<file path="src/rtl/mmu_pkg.sv">
// Shared constants, state encoding and the fixed supervisor window map for the
// clocked 68k MMU.
package mmu_pkg;

    localparam int          FC_SUPER     = 2;
    localparam logic [2:0]  FC_CPU_SPACE = 3'b111;

    localparam logic [1:0]  REG_RAM = 2'b00;
    localparam logic [1:0]  REG_ROM = 2'b01;
    localparam logic [1:0]  REG_IO  = 2'b10;
    localparam logic [1:0]  REG_GFX = 2'b11;

    localparam logic [31:0] RAM_BASE = 32'h0000_8000;
    localparam logic [31:0] ROM_BASE = 32'h0000_4000;
    localparam logic [31:0] IO_BASE  = 32'h0000_0300;
    localparam logic [31:0] GFX_BASE = 32'h0000_3c00 & ~32'h0000_03ff;

    typedef enum logic [1:0] {
        IDLE = 2'd0,
        WALK = 2'd1,
        HOLD = 2'd2
    } state_t;

    // Kernel window map; the caller truncates the result to its PPN width.
    function automatic logic [31:0] sup_map(input logic [1:0] region, input logic [31:0] off);
        logic [31:0] r;
        r = 32'h0;
        case (region)
            REG_RAM: r = RAM_BASE | off;
            REG_ROM: r = ROM_BASE | off;
            REG_IO:  r = IO_BASE | {24'h0, off[7:0]};
            default: r = GFX_BASE | off;
        endcase
        return r;
    endfunction

endpackage

</file>
<file path="src/rtl/mmu_tlb_cam.sv">
// Fully-associative translation cache: tag/PPN/valid storage, parallel compare,
// round-robin fill and bulk invalidate.
module mmu_tlb_cam #(
    parameter int TAG_W   = 16,
    parameter int PPN_W   = 16,
    parameter int ENTRIES = 4
) (
    input  logic             clk,
    input  logic             reset,
    input  logic [TAG_W-1:0] lookup_tag,
    input  logic             flush,
    input  logic             fill,
    input  logic [TAG_W-1:0] fill_tag,
    input  logic [PPN_W-1:0] fill_ppn,
    output logic             hit,
    output logic [PPN_W-1:0] hit_ppn
);
    localparam int PTR_W = $clog2(ENTRIES);

    logic [ENTRIES-1:0][TAG_W-1:0] tags;
    logic [ENTRIES-1:0][PPN_W-1:0] ppns;
    logic [ENTRIES-1:0]            valid;
    logic [ENTRIES-1:0]            match;
    logic [PTR_W-1:0]              ptr;

    for (genvar i = 0; i < ENTRIES; i++) begin : g_cmp
        assign match[i] = valid[i] && (tags[i] == lookup_tag);
    end

    // A flush in the lookup cycle already counts as empty.
    assign hit = (|match) && !flush;

    always_comb begin
        hit_ppn = '0;
        for (int i = 0; i < ENTRIES; i++)
            hit_ppn = hit_ppn | ({PPN_W{match[i]}} & ppns[i]);
    end

    always_ff @(posedge clk or posedge reset) begin
        if (reset) begin
            tags  <= '0;
            ppns  <= '0;
            valid <= '0;
            ptr   <= '0;
        end else begin
            if (fill) begin
                tags[ptr]  <= fill_tag;
                ppns[ptr]  <= fill_ppn;
                valid[ptr] <= 1'b1;
                ptr        <= ptr + PTR_W'(1);
            end
            if (flush)
                valid <= '0;
        end
    end

endmodule

</file>
<file path="src/rtl/mmu_tlb.sv">
// Clocked 68k MMU: kernel window map for supervisor, TLB-cached page-table
// walk for user accesses, req/done handshake toward the bus-cycle logic.
module mmu_tlb
    import mmu_pkg::*;
#(
    parameter int VPN_W       = 12,
    parameter int PPN_W       = 16,
    parameter int TASK_W      = 4,
    parameter int TLB_ENTRIES = 4,
    parameter int RAM_LAT     = 2
) (
    input  logic                    clk,
    input  logic                    reset,
    input  logic                    req,
    input  logic [VPN_W-1:0]        addr_in,
    input  logic [2:0]              fc,
    input  logic [TASK_W-1:0]       user_map,
    input  logic                    flush,
    output logic [TASK_W+VPN_W-1:0] table_ram_addr,
    output logic                    table_ram_rd,
    input  logic [PPN_W:0]          table_ram_data,
    output logic [PPN_W-1:0]        addr_out,
    output logic                    done,
    output logic                    fault
);
    localparam int TAG_W = TASK_W + VPN_W;
    localparam int CNT_W = (RAM_LAT > 1) ? $clog2(RAM_LAT) : 1;

    state_t                 state, state_d;
    logic [CNT_W-1:0]       cnt, cnt_d;
    logic                   walk_flushed, walk_flushed_d;
    logic                   done_d, fault_d, rd_d;
    logic [TAG_W-1:0]       ram_addr_d;
    logic [PPN_W-1:0]       addr_d;
    logic [TAG_W-1:0]       lookup_tag;
    logic                   hit, fill;
    logic [PPN_W-1:0]       hit_ppn;
    logic [31:0]            sup_map_w;
    logic                   unused_sup_hi;

    assign lookup_tag    = {user_map, addr_in};
    assign sup_map_w     = sup_map(addr_in[VPN_W-1:VPN_W-2], 32'(addr_in[VPN_W-3:0]));
    assign unused_sup_hi = ^sup_map_w[31:PPN_W];

    mmu_tlb_cam #(.TAG_W(TAG_W), .PPN_W(PPN_W), .ENTRIES(TLB_ENTRIES)) u_cam (
        .clk       (clk),
        .reset     (reset),
        .lookup_tag(lookup_tag),
        .flush     (flush),
        .fill      (fill),
        .fill_tag  (table_ram_addr),
        .fill_ppn  (table_ram_data[PPN_W-1:0]),
        .hit       (hit),
        .hit_ppn   (hit_ppn)
    );

    always_comb begin
        state_d        = state;
        cnt_d          = cnt;
        walk_flushed_d = walk_flushed | flush;
        done_d         = done;
        fault_d        = fault;
        rd_d           = table_ram_rd;
        ram_addr_d     = table_ram_addr;
        addr_d         = addr_out;
        fill           = 1'b0;
        case (state)
            IDLE: if (req) begin
                if (fc == FC_CPU_SPACE) begin
                    state_d = HOLD;
                    done_d  = 1'b1;
                    addr_d  = '0;
                end else if (fc[FC_SUPER]) begin
                    state_d = HOLD;
                    done_d  = 1'b1;
                    addr_d  = sup_map_w[PPN_W-1:0];
                end else if (hit) begin
                    state_d = HOLD;
                    done_d  = 1'b1;
                    addr_d  = hit_ppn;
                end else begin
                    state_d        = WALK;
                    rd_d           = 1'b1;
                    ram_addr_d     = lookup_tag;
                    cnt_d          = CNT_W'(RAM_LAT - 1);
                    walk_flushed_d = 1'b0;
                end
            end
            WALK: begin
                if (!req) begin
                    state_d = IDLE;
                    rd_d    = 1'b0;
                end else if (cnt == '0) begin
                    state_d = HOLD;
                    rd_d    = 1'b0;
                    done_d  = 1'b1;
                    if (table_ram_data[PPN_W]) begin
                        addr_d = table_ram_data[PPN_W-1:0];
                        // A flush seen anywhere in the walk makes the result stale for caching.
                        fill   = !walk_flushed && !flush;
                    end else begin
                        fault_d = 1'b1;
                        addr_d  = '0;
                    end
                end else begin
                    cnt_d = cnt - CNT_W'(1);
                end
            end
            HOLD: if (!req) begin
                state_d = IDLE;
                done_d  = 1'b0;
                fault_d = 1'b0;
            end
            default: state_d = IDLE;
        endcase
    end

    always_ff @(posedge clk or posedge reset) begin
        if (reset) begin
            state          <= IDLE;
            cnt            <= '0;
            walk_flushed   <= 1'b0;
            done           <= 1'b0;
            fault          <= 1'b0;
            table_ram_rd   <= 1'b0;
            table_ram_addr <= '0;
            addr_out       <= '0;
        end else begin
            state          <= state_d;
            cnt            <= cnt_d;
            walk_flushed   <= walk_flushed_d;
            done           <= done_d;
            fault          <= fault_d;
            table_ram_rd   <= rd_d;
            table_ram_addr <= ram_addr_d;
            addr_out       <= addr_d;
        end
    end

endmodule
</file>
<file path="config.mk">
export PLATFORM = sky130hd
export DESIGN_NAME = mmu_tlb
export DESIGN_NICKNAME = d
export VERILOG_FILES = /design/src/rtl/mmu_pkg.sv /design/src/rtl/mmu_tlb_cam.sv /design/src/rtl/mmu_tlb.sv
export SDC_FILE = /design/constraint.sdc
export NUM_CORES = 1
export LEC_CHECK = 0
export ABC_CLOCK_PERIOD_IN_PS = 7500
export BUFFER_PORTS_ARGS = -buffer_cell sky130_fd_sc_hd__clkbuf_2
export CORE_UTILIZATION = 23
export CTS_CLUSTER_DIAMETER = 80
export DETAILED_ROUTE_END_ITERATION = 8
export RECOVER_POWER = 100
export SLEW_MARGIN = 20
export SYNTH_ARGS = -nofsm -noshare
export SYNTH_HDL_FRONTEND = slang
export SYNTH_SLANG_ARGS = --single-unit
</file>
<file path="constraint.sdc">
create_clock -name clk -period 7.5 [get_ports clk]
set_clock_uncertainty 0.15 [all_clocks]
set_input_delay 1.125 -clock clk [delete_from_list [all_inputs] [get_ports clk]]
set_output_delay 1.125 -clock clk [all_outputs]
set_load 0.05 [all_outputs]
</file>
==> results of run 1 <==
-- routing by layer --
metal	track usage (%)	routed length (um)	vias to the layer above	part of all wire, %
met5	0	0	-	0
met4	3.75	311	0	1.4
met3	3.67	1210	24	5.4
met2	21.1	10800	92	49
met1	16.3	9920	2838	45
li1	-	-	2471	-
-- power by group through the flow --
| stage | registers [mW] | clock network [mW] | logic, mW |
|---|---|---|---|
| after floorplan | 1.38 | 0 | 0.200 |
| after global placement | 1.15 | 0 | 0.632 |
| after detailed placement | 1.15 | 0 | 0.635 |
| after CTS | 1.14 | 0.925 | 0.638 |
| after global routing | 1.15 | 0.963 | 0.643 |
| final | 1.13 | 0.908 | 0.598 |
-- layout by cell type (no fill, tap or decap), types with 3 or more instances in the layout --
master / synthesis / routed
nand3_1: 35 / 35
a31oi_1: 10 / 10
o21ai_0: 18 / 18
xor2_1: 6 / 6
a22oi_1: 10 / 10
buf_4: 1 / 6
inv_6: 0 / 5
a211o_1: 3 / 3
inv_1: 21 / 20
a21oi_1: 14 / 14
clkinv_4: 0 / 3
dfrtp_1: 173 / 173
and3_1: 10 / 10
clkbuf_1: 28 / 43
xnor2_1: 59 / 59
mux2_2: 145 / 145
nor3_2: 2 / 4
nand2_1: 28 / 28
mux2i_1: 9 / 9
a2bb2oi_1: 4 / 4
nand4_1: 16 / 16
ha_1: 4 / 4
mux2_1: 6 / 6
a211oi_1: 11 / 11
clkbuf_2: 0 / 37
nor2_1: 12 / 12
nor3_1: 8 / 6
clkbuf_16: 0 / 17
-- cell type report --
cell class	instances	area, um2	area share [%]
antenna	1	2.50	0.0263
clock buffer	19	453	4.77
clock inverter	12	149	1.57
inverter	21	80.1	0.843
multi-input combinational	425	3530	37.1
sequential	173	4330	45.6
tap	455	569	5.99
timing repair buffer	86	392	4.12
-- sequential cells by signal (all words and copies together), names as in the netlist --
register        flops
u_cam.ppns         64
u_cam.tags         64
addr_out           16
table_ram_addr     16
u_cam.valid         4
state               2
u_cam.ptr           2
cnt                 1
done                1
fault               1
table_ram_rd        1
walk_flushed        1
-- per-stage QoR --
step | hold slack, ns | power [mW]
after global routing | 0.347 | 2.76
after global placement | 0.327 | 1.78
final | 0.337 | 2.64
after detailed placement | 0.323 | 1.79
after CTS | 0.342 | 2.70
after floorplan | 0.311 | 1.58
-- worst max-delay path by stage --
stage,cells past startpoint,end
2_1_floorplan,1,addr_out[0]
3_3_place_gp,9,addr_out[9]
3_5_place_dp,9,addr_out[10]
4_1_cts,9,addr_out[10]
5_1_grt,9,addr_out[10]
6_report,9,addr_out[9]
-- kinds of logic after synthesis --
kind of cell | after synthesis
DFF | 173
adders and majority gates | 4
AOI/OAI and AO/OA | 76
buffers and inverters | 63
and+or+nand+nor | 120
xor gates and xnor gates | 65
muxes | 160
==> summary.txt, run 1 <==
Power
  – Switching part of the total: 35.8%
  – Max VDD drop: 160 uV
  – Int Pwr: 1.69 mW
  – Gate power share: 22.6%
  – Pwr/cell area: 278 nW/um2
  – Leak: 4.28 nW
  – Power share of the sequential group: 42.9%
  – Power share of the clock group: 34.4%
  – Switching Power: 0.945 mW

Clock tree
  – TritonCTS clock tree: done
  – Setup bufs post-CTS: 0
  – CTS Buf Count: 17
  – Sink Count: 173
  – CTS resizes: 0
  – H-tree depth: 4
  – Worst-skew pair later-pin latency: 0.44 ns
  – Hold buffers post-CTS: 0
  – Clock Path Buffers: 2
  – Clock slew seen by the registers of the worst setup and hold paths: 0.07 ns
  – CTS root buf: clkbuf_16

Worst setup path
  – Critical path startpoint: user_map[2]
  – Critical path endpoint category: flop
  – Worst reg2reg endpoint: addr_out[9]
  – Critical Path Slowest Stage Cell: a221oi_1
  – FF-to-FF Start: u_cam.tags[62]
  – Worst r2r path cells: 8
  – Reg2Reg Setup Slack: 2.71 ns
  – CP Data Required Time: 7.67 ns
  – Crit path DAT: 5.50 ns
  – Worst setup path category: input pin to flop
  – Worst-path cell chain: clkbuf_1 > xnor2_1 > nand4_1 > nor3_1 > nand2_1 > a41o_1 > a221oi_1 > clkbuf_1 > mux2_2
  – Crit start category: input pin
  – Most frequent CP cell: clkbuf_1
  – Maximum fanout along the worst path: 11
  – Max incr delay on CP: 1.03 ns
  – Crit-path leading delay family: compound AO/OA/AOI/OAI gates
  – Worst Path Buf+Inv: 2

Flow run
  – Max_cap viols: 5

Timing
  – Max Fclk: 0.188 GHz
  – Part of the cycle the worst path needs: 71.0%
  – RSZ-0062 raised after global routing: false
  – Final hold violations: 0
  – Post-layout min period: 5.32 ns
  – Worst slew pin tran: 4.61 ns
  – Final setup fails: 0
  – PnR worst setup slack: 2.18 ns
  – Setup TNS Final: 0 ns
  – Max-slew headroom: -208%
  – Final max-slew violation count: 237

Die
  – DIE AREA: 36100 um2
  – Core area: 34600 um2
  – Initial Utilization: 23.5%
  – # IOs: 75
  – # rows: 68
  – Die width: 190 um
  – Die height: 190 um

Route
  – DR WL/cell: 18.7 um
  – WL final: 22300 um
  – Number of remaining DRC errors: 0
  – Vias: 5425
  – Routed Antenna Nets: 0
  – DRT Pass-1 Iters: 4
  – Drt initial violations: 307
  – Number of vias per cell: 4.55

Finish
  – Non-Filler Instances: 1192
  – NumNets Final: 768
  – Layout cells sized above 1: 30.8%
  – Design Area, Final: 9500 um2
  – Fillers: 3573
  – Final core utilization: 27.4%
  – Area Growth Syn to Fin: 16.8%

Placement
  – Placed cell count: 1160
  – Placed Area: 9000 um2
  – Final HPWL DP: 15300 um
  – DP Worst Slack: 2.99 ns
  – RePlAce Congestion: 0.779
  – Number of I/O port buffers: 74

Logic synthesis
  – Top cells by area, synth: dfrtp_1 (53%), mux2_2 (20%), xnor2_1 (6.4%), nand3_1 (2.2%), clkbuf_1 (1.3%)
  – Post-Syn Area: 8130 um2
  – Biggest area consumer among synthesized cells: dfrtp_1
  – Synth top cells by count: dfrtp_1 (173), mux2_2 (145), xnor2_1 (59)
  – Synth Area in Adders: 0.615%
  – Complex-gate fraction of the synthesized area: 6.28%
  – Post-synth EDFFs: 0
  – Portion of netlist area occupied by mux cells: 22.0%
  – Async SR Flop Fraction: 100%
  – Most frequent cell after synthesis: dfrtp_1
  – Unique masters post-synth: 39
  – Largest family of logic cells by synthesized area: multiplexers
  – XOR/XNOR share of the synthesized area: 7.00%
  – Ys flop type: dfrtp_1
  – YS warnings: 0
  – Syn_nets: 705
  – Synthesized flop and latch total: 173
  – Post-Synth Simple-Gate Area: 7.65%
  – Syn Inst Count: 661
  – Yosys top cell area share: 53.2%
  – Post-synthesis average cell area: 12.3 um2
  – Sequential area share after synthesis: 53.2%

Global route
  – Total Routing Usage GR: 12.9%
  – Antenna violations before repair: 1
  – Largest net degree at the start of global routing: 101
  – Vias in the first global route: 5659
  – First-pass GRT wire length: 34900 um
  – GRT overflow: 0

Hold path
  – Worst hold path type: flop to flop
  – Hold Path Sink: done
  – Hold path cells: 1
  – Critical hold path startpoint: done

Status
  – Outcome: finished, violations left
  – Failing checks: capacitance limit, slew limit
Power figures use the tool's default switching activity.
==> inputs of run 2 (changes only) <==
--- a/config.mk
+++ b/config.mk
@@ -5,7 +5,7 @@
 export SDC_FILE = /design/constraint.sdc
 export NUM_CORES = 1
 export LEC_CHECK = 0
-export ABC_CLOCK_PERIOD_IN_PS = 7500
+export ABC_CLOCK_PERIOD_IN_PS = 4400
 export BUFFER_PORTS_ARGS = -buffer_cell sky130_fd_sc_hd__clkbuf_2
 export CORE_UTILIZATION = 23
 export CTS_CLUSTER_DIAMETER = 80
==> constraint.sdc (replaced) <==
create_clock -name clk -period 4.4 [get_ports clk]
set_clock_uncertainty 0.15 [all_clocks]
set_input_delay 0.66 -clock clk [delete_from_list [all_inputs] [get_ports clk]]
set_output_delay 0.66 -clock clk [all_outputs]
set_load 0.05 [all_outputs]
==> summary.txt, run 2 (same netlist as run 1, synthesis figures left out) <==
Worst setup path
  – CP Data Required Time: 4.57 ns
  – Crit-path leading delay family: simple AND/OR/NAND/NOR gates
  – Worst r2r path cells: 8
  – Worst reg2reg endpoint: addr_out[14]
  – Critical path depth: 9
  – Crit path DAT: 3.98 ns
  – Crit start category: input pin
  – Maximum fanout along the worst path: 10
  – Critical path startpoint: user_map[2]
  – Max incr delay on CP: 0.76 ns
  – Critical path endpoint category: flop
  – Worst setup path category: input pin to flop
  – Critical Path Slowest Stage Cell: nor3_1
  – Worst-path cell chain: clkbuf_2 > xnor2_1 > nand4_1 > nor3_1 > nand2_1 > a41o_1 > a221oi_4 > clkbuf_1 > mux2_2
  – Worst Path Buf+Inv: 2
  – FF-to-FF Start: u_cam.tags[62]
  – Crit path to: addr_out[14]
  – Reg2Reg Setup Slack: 0.61 ns

Route
  – Vias: 5408
  – WL final: 21900 um
  – Drt initial violations: 355
  – DR WL/cell: 18.4 um
  – Number of remaining DRC errors: 0
  – Routed Antenna Nets: 0
  – Number of vias per cell: 4.53
  – DRT Pass-1 Iters: 5

Power
  – Gate power share: 23.4%
  – Switching part of the total: 35.7%
  – Max VDD drop: 227 uV
  – Leak: 4.27 nW
  – Pwr/cell area: 461 nW/um2
  – Int Pwr: 2.82 mW
  – Power share of the clock group: 32.7%
  – Power share of the sequential group: 43.9%
  – Switching Power: 1.57 mW

Finish
  – Top Registers: u_cam.ppns (64), u_cam.tags (64)
  – Layout cells sized above 1: 31.5%
  – Area Growth Syn to Fin: 16.9%
  – Register Area: 4330 um2
  – Commonest non-fill, non-tap cell in the layout: dfrtp_1
  – Final core utilization: 27.5%
  – NumNets Final: 770
  – Area of the multi-input gates: 3540 um2
  – Fillers: 3600
  – Most frequent cells in the layout: dfrtp_1 (173), mux2_2 (145), xnor2_1 (59)

Timing
  – RSZ-0062 raised after global routing: false
  – Post-layout min period: 3.81 ns
  – Max Fclk: 0.262 GHz
  – Final setup fails: 0
  – Part of the cycle the worst path needs: 86.6%
  – Max-slew headroom: -61.8%
  – Final max-slew violation count: 174
  – Final hold violations: 0
  – Setup TNS Final: 0 ns
  – Worst slew pin tran: 2.43 ns
  – Hold slack: 0.329 ns

Clock tree
  – H-tree depth: 4
  – Clock Path Buffers: 2
  – CTS Buf Count: 17
  – Setup bufs post-CTS: 0
  – Clock slew seen by the registers of the worst setup and hold paths: 0.07 ns
  – CTS root buf: clkbuf_16
  – CTS resizes: 0
  – Hold buffers post-CTS: 0
  – TritonCTS clock tree: done
  – Sink Count: 173
  – Worst-skew pair later-pin latency: 0.43 ns

Hold path
  – Worst hold path type: flop to flop
  – Hold path cells: 1

Global route
  – Vias in the first global route: 5701
  – GRT overflow: 0
  – Total Routing Usage GR: 12.8%
  – Largest net degree at the start of global routing: 174
  – Antenna violations before repair: 1
  – First-pass GRT wire length: 34600 um

Placement
  – Final HPWL DP: 15100 um
  – RePlAce Congestion: 0.806
  – Number of I/O port buffers: 74

Die
  – Initial Utilization: 23.5%
  – Die height: 190 um
  – DIE AREA: 36100 um2
  – # rows: 68
  – Die width: 190 um
  – # IOs: 75
  – Core area: 34600 um2

Status
  – Outcome: finished, violations left
  – Failing checks: capacitance limit, slew limit

Flow run
  – Max_cap viols: 1
-- run 2: cell types whose count changed in the layout (fill, tap and decap cells not counted), sizes merged --
| cell | delta |
|---|---|
| bufinv | -1 |
| inv | -6 |
| clkinvlp | +4 |
| clkbuf | -1 |
| buf | +6 |
| clkinv | +1 |
-- run 2: per-stage QoR --
stage                     cells  total power [mW]  worst slack [ns]  instance area [um2]
after global routing       1195              4.60             0.459                 9510
after CTS                  1194              4.49             0.972                 9580
final                      1195              4.39             0.589                 9510
after global placement     1162              3.04             0.507                 9020
after floorplan             661              2.70              1.32                 8140
after detailed placement   1162              3.05             0.528                 9020
-- run 2: worst min-delay path by stage --
stage	start	end	slack, ns
after floorplan	walk_flushed	walk_flushed	0.31
after global placement	done	done	0.31
after detailed placement	done	done	0.32
after CTS	done	done	0.33
after global routing	done	done	0.33
final	done	done	0.33
-- run 2: power by group through the flow --
stage                     registers (mW)  logic, mW  clock network [mW]
after floorplan                     2.35      0.341                   0
after global placement              1.95       1.08                   0
after detailed placement            1.96       1.09                   0
after CTS                           1.93       1.09                1.47
after global routing                1.96       1.11                1.54
final                               1.93       1.03                1.43
-- run 2: layout make-up --
type / count / area share, %
inverter: 21 / 0.869
sequential: 173 / 45.5
antenna: 1 / 0.0263
clock inverter: 10 / 0.961
tap: 455 / 5.99
multi-input combinational: 425 / 37.2
timing repair buffer: 88 / 4.49
clock buffer: 22 / 4.88
-- run 2: metal layers --
layer / GRT usage, % / share of wire (%) / up-vias
met2: 20.3 / 47 / 113
met5: 0 / 0 / -
met1: 16.6 / 45 / 2779
met3: 3.32 / 5.1 / 26
li1: - / - / 2490
met4: 4.84 / 2.0 / 0
==> inputs of run 3 (changes only) <==
--- a/config.mk
+++ b/config.mk
@@ -7,6 +7,7 @@
 export LEC_CHECK = 0
 export ABC_CLOCK_PERIOD_IN_PS = 4400
 export BUFFER_PORTS_ARGS = -buffer_cell sky130_fd_sc_hd__clkbuf_2
+export CORE_MARGIN = 10
 export CORE_UTILIZATION = 23
 export CTS_CLUSTER_DIAMETER = 80
 export DETAILED_ROUTE_END_ITERATION = 8
==> summary.txt, run 3 (same netlist as run 1, synthesis figures left out) <==
Status
  – Outcome: finished, violations left
  – Failing checks: capacitance limit, slew limit

Global route
  – Antenna violations before repair: 1
  – M3 GR Usage: 3.16%
  – Met2 usage in global routing: 17.1%
  – Total Routing Usage GR: 10.6%
  – GR Layer Usage met1: 13.7%
  – Largest net degree at the start of global routing: 66
  – Vias in the first global route: 5640
  – First-pass GRT wire length: 35700 um
  – Gr busiest metal: met2
  – GRT overflow: 0

Clock tree
  – H-tree depth: 4
  – CTS Buf Count: 17
  – Clock slew seen by the registers of the worst setup and hold paths: 0.07 ns
  – Setup bufs post-CTS: 0
  – Clock Path Buffers: 2
  – TritonCTS clock tree: done
  – Worst-skew pair later-pin latency: 0.44 ns
  – CTS resizes: 0
  – Hold buffers post-CTS: 0
  – Sink Count: 173
  – CTS root buf: clkbuf_16

Finish
  – Area of the multi-input gates: 3530 um2
  – Area Growth Syn to Fin: 17.5%
  – Antenna diodes: 0
  – Register Area: 4330 um2
  – Fillers: 3682
  – Top Registers: u_cam.ppns (64), u_cam.tags (64)
  – NumNets Final: 773
  – Layout cells sized above 1: 32.3%
  – Most frequent cells in the layout: dfrtp_1 (173), mux2_2 (145), xnor2_1 (59)
  – Commonest non-fill, non-tap cell in the layout: dfrtp_1

Route
  – Number of remaining DRC errors: 0
  – Routed Antenna Nets: 0
  – Number of vias per cell: 4.56
  – DR WL/cell: 19.2 um
  – DRT Pass-1 Iters: 7
  – Vias: 5463
  – WL final: 22900 um
  – Drt initial violations: 372

Placement
  – Final HPWL DP: 16300 um
  – Number of I/O port buffers: 74
  – DP Worst Slack: 0.564 ns
  – RePlAce Congestion: 0.824

Timing
  – Part of the cycle the worst path needs: 84.0%
  – Worst slew pin tran: 2.12 ns
  – Max Fclk: 0.271 GHz
  – Final max-slew violation count: 105
  – Final setup fails: 0
  – Max-slew headroom: -41.1%
  – Post-layout min period: 3.70 ns
  – Final hold violations: 0
  – Setup TNS Final: 0 ns
  – PnR worst setup slack: 0.705 ns
  – RSZ-0062 raised after global routing: false

Worst setup path
  – CP Data Required Time: 4.56 ns
  – Maximum fanout along the worst path: 11
  – Worst setup path category: input pin to flop
  – Crit path DAT: 3.86 ns
  – Critical path endpoint category: flop
  – Crit start category: input pin

Die
  – Initial Utilization: 23.4%
  – # IOs: 75
  – DIE AREA: 43300 um2
  – # rows: 68
  – Core area: 34700 um2
  – Die height: 208 um
  – Die width: 208 um

Flow run
  – Max_cap viols: 2

Power
  – Leak: 4.33 nW
  – Pwr/cell area: 472 nW/um2
  – Max VDD drop: 272 uV

Hold path
  – Worst hold path type: flop to flop
[run 3: changes by cell type in the layout (fill, tap and decap cells not counted), sizes merged]
cell      delta
diode        -1
buf          +3
clkinvlp     -5
inv          +6
bufinv       +1
clkbuf       -4
clkinv       +2
[run 3: metrics by stage]
stage / total power [mW] / hold slack (ns) / std cells / area [um2] / util [%]
after floorplan: 2.70 / 0.311 / 661 / 8140 / -
after global placement: 3.06 / 0.319 / 1165 / 9050 / 26.1
after detailed placement: 3.07 / 0.318 / 1165 / 9050 / 26.1
after global routing: 4.72 / 0.341 / 1197 / 9550 / 27.5
final: 4.51 / 0.330 / 1197 / 9550 / 27.5
after CTS: 4.62 / 0.172 / 1197 / 9650 / 27.8
[run 3: final timing paths]
check                                    start  depth (start not counted)  slack, ns             to
worst max-delay path                addr_in[6]                          9       0.70    addr_out[9]
worst min-delay path                      done                          1       0.33           done
max in group asynchronous                reset                          3       1.24  u_cam.tags[8]
worst max register to register  u_cam.tags[62]                          8       0.74    addr_out[9]
worst min register to register            done                          1       0.33           done
min in group asynchronous                reset                          2       0.34  u_cam.ppns[3]
[run 3: report_power, final]
part | switching (mW) | total (mW) | internal, mW | leakage (nW)
Combinational | 0.777 | 1.03 | 0.252 | 1.69
Clock | 0.680 | 1.55 | 0.866 | 0.299
Sequential | 0.171 | 1.93 | 1.76 | 2.34
[run 3: area by class of cell]
type / count / share of cell area, %
Tap cell: 455 / 5.96
Timing Repair Buffer: 91 / 4.69
Sequential cell: 173 / 45.3
Clock buffer: 18 / 4.60
Clock inverter: 14 / 1.66
Inverter: 21 / 0.838
Multi-Input combinational cell: 425 / 36.9
[run 3: worst max-delay path, stage by stage]
cell and delay, ns:
clkbuf_2 0.20, xnor2_1 0.27, nand4_1 0.11, nor3_1 0.75, nand2_1 0.46, a41o_1 0.38, a221oi_1 0.35, buf_4 0.31
mux2_2 0.36
[run 3: metal layers]
layer	part of all wire (%)	up-vias
met1	45	2834
li1	-	2500
met2	48	110
met4	0.93	2
met3	5.6	17
met5	0.044	-
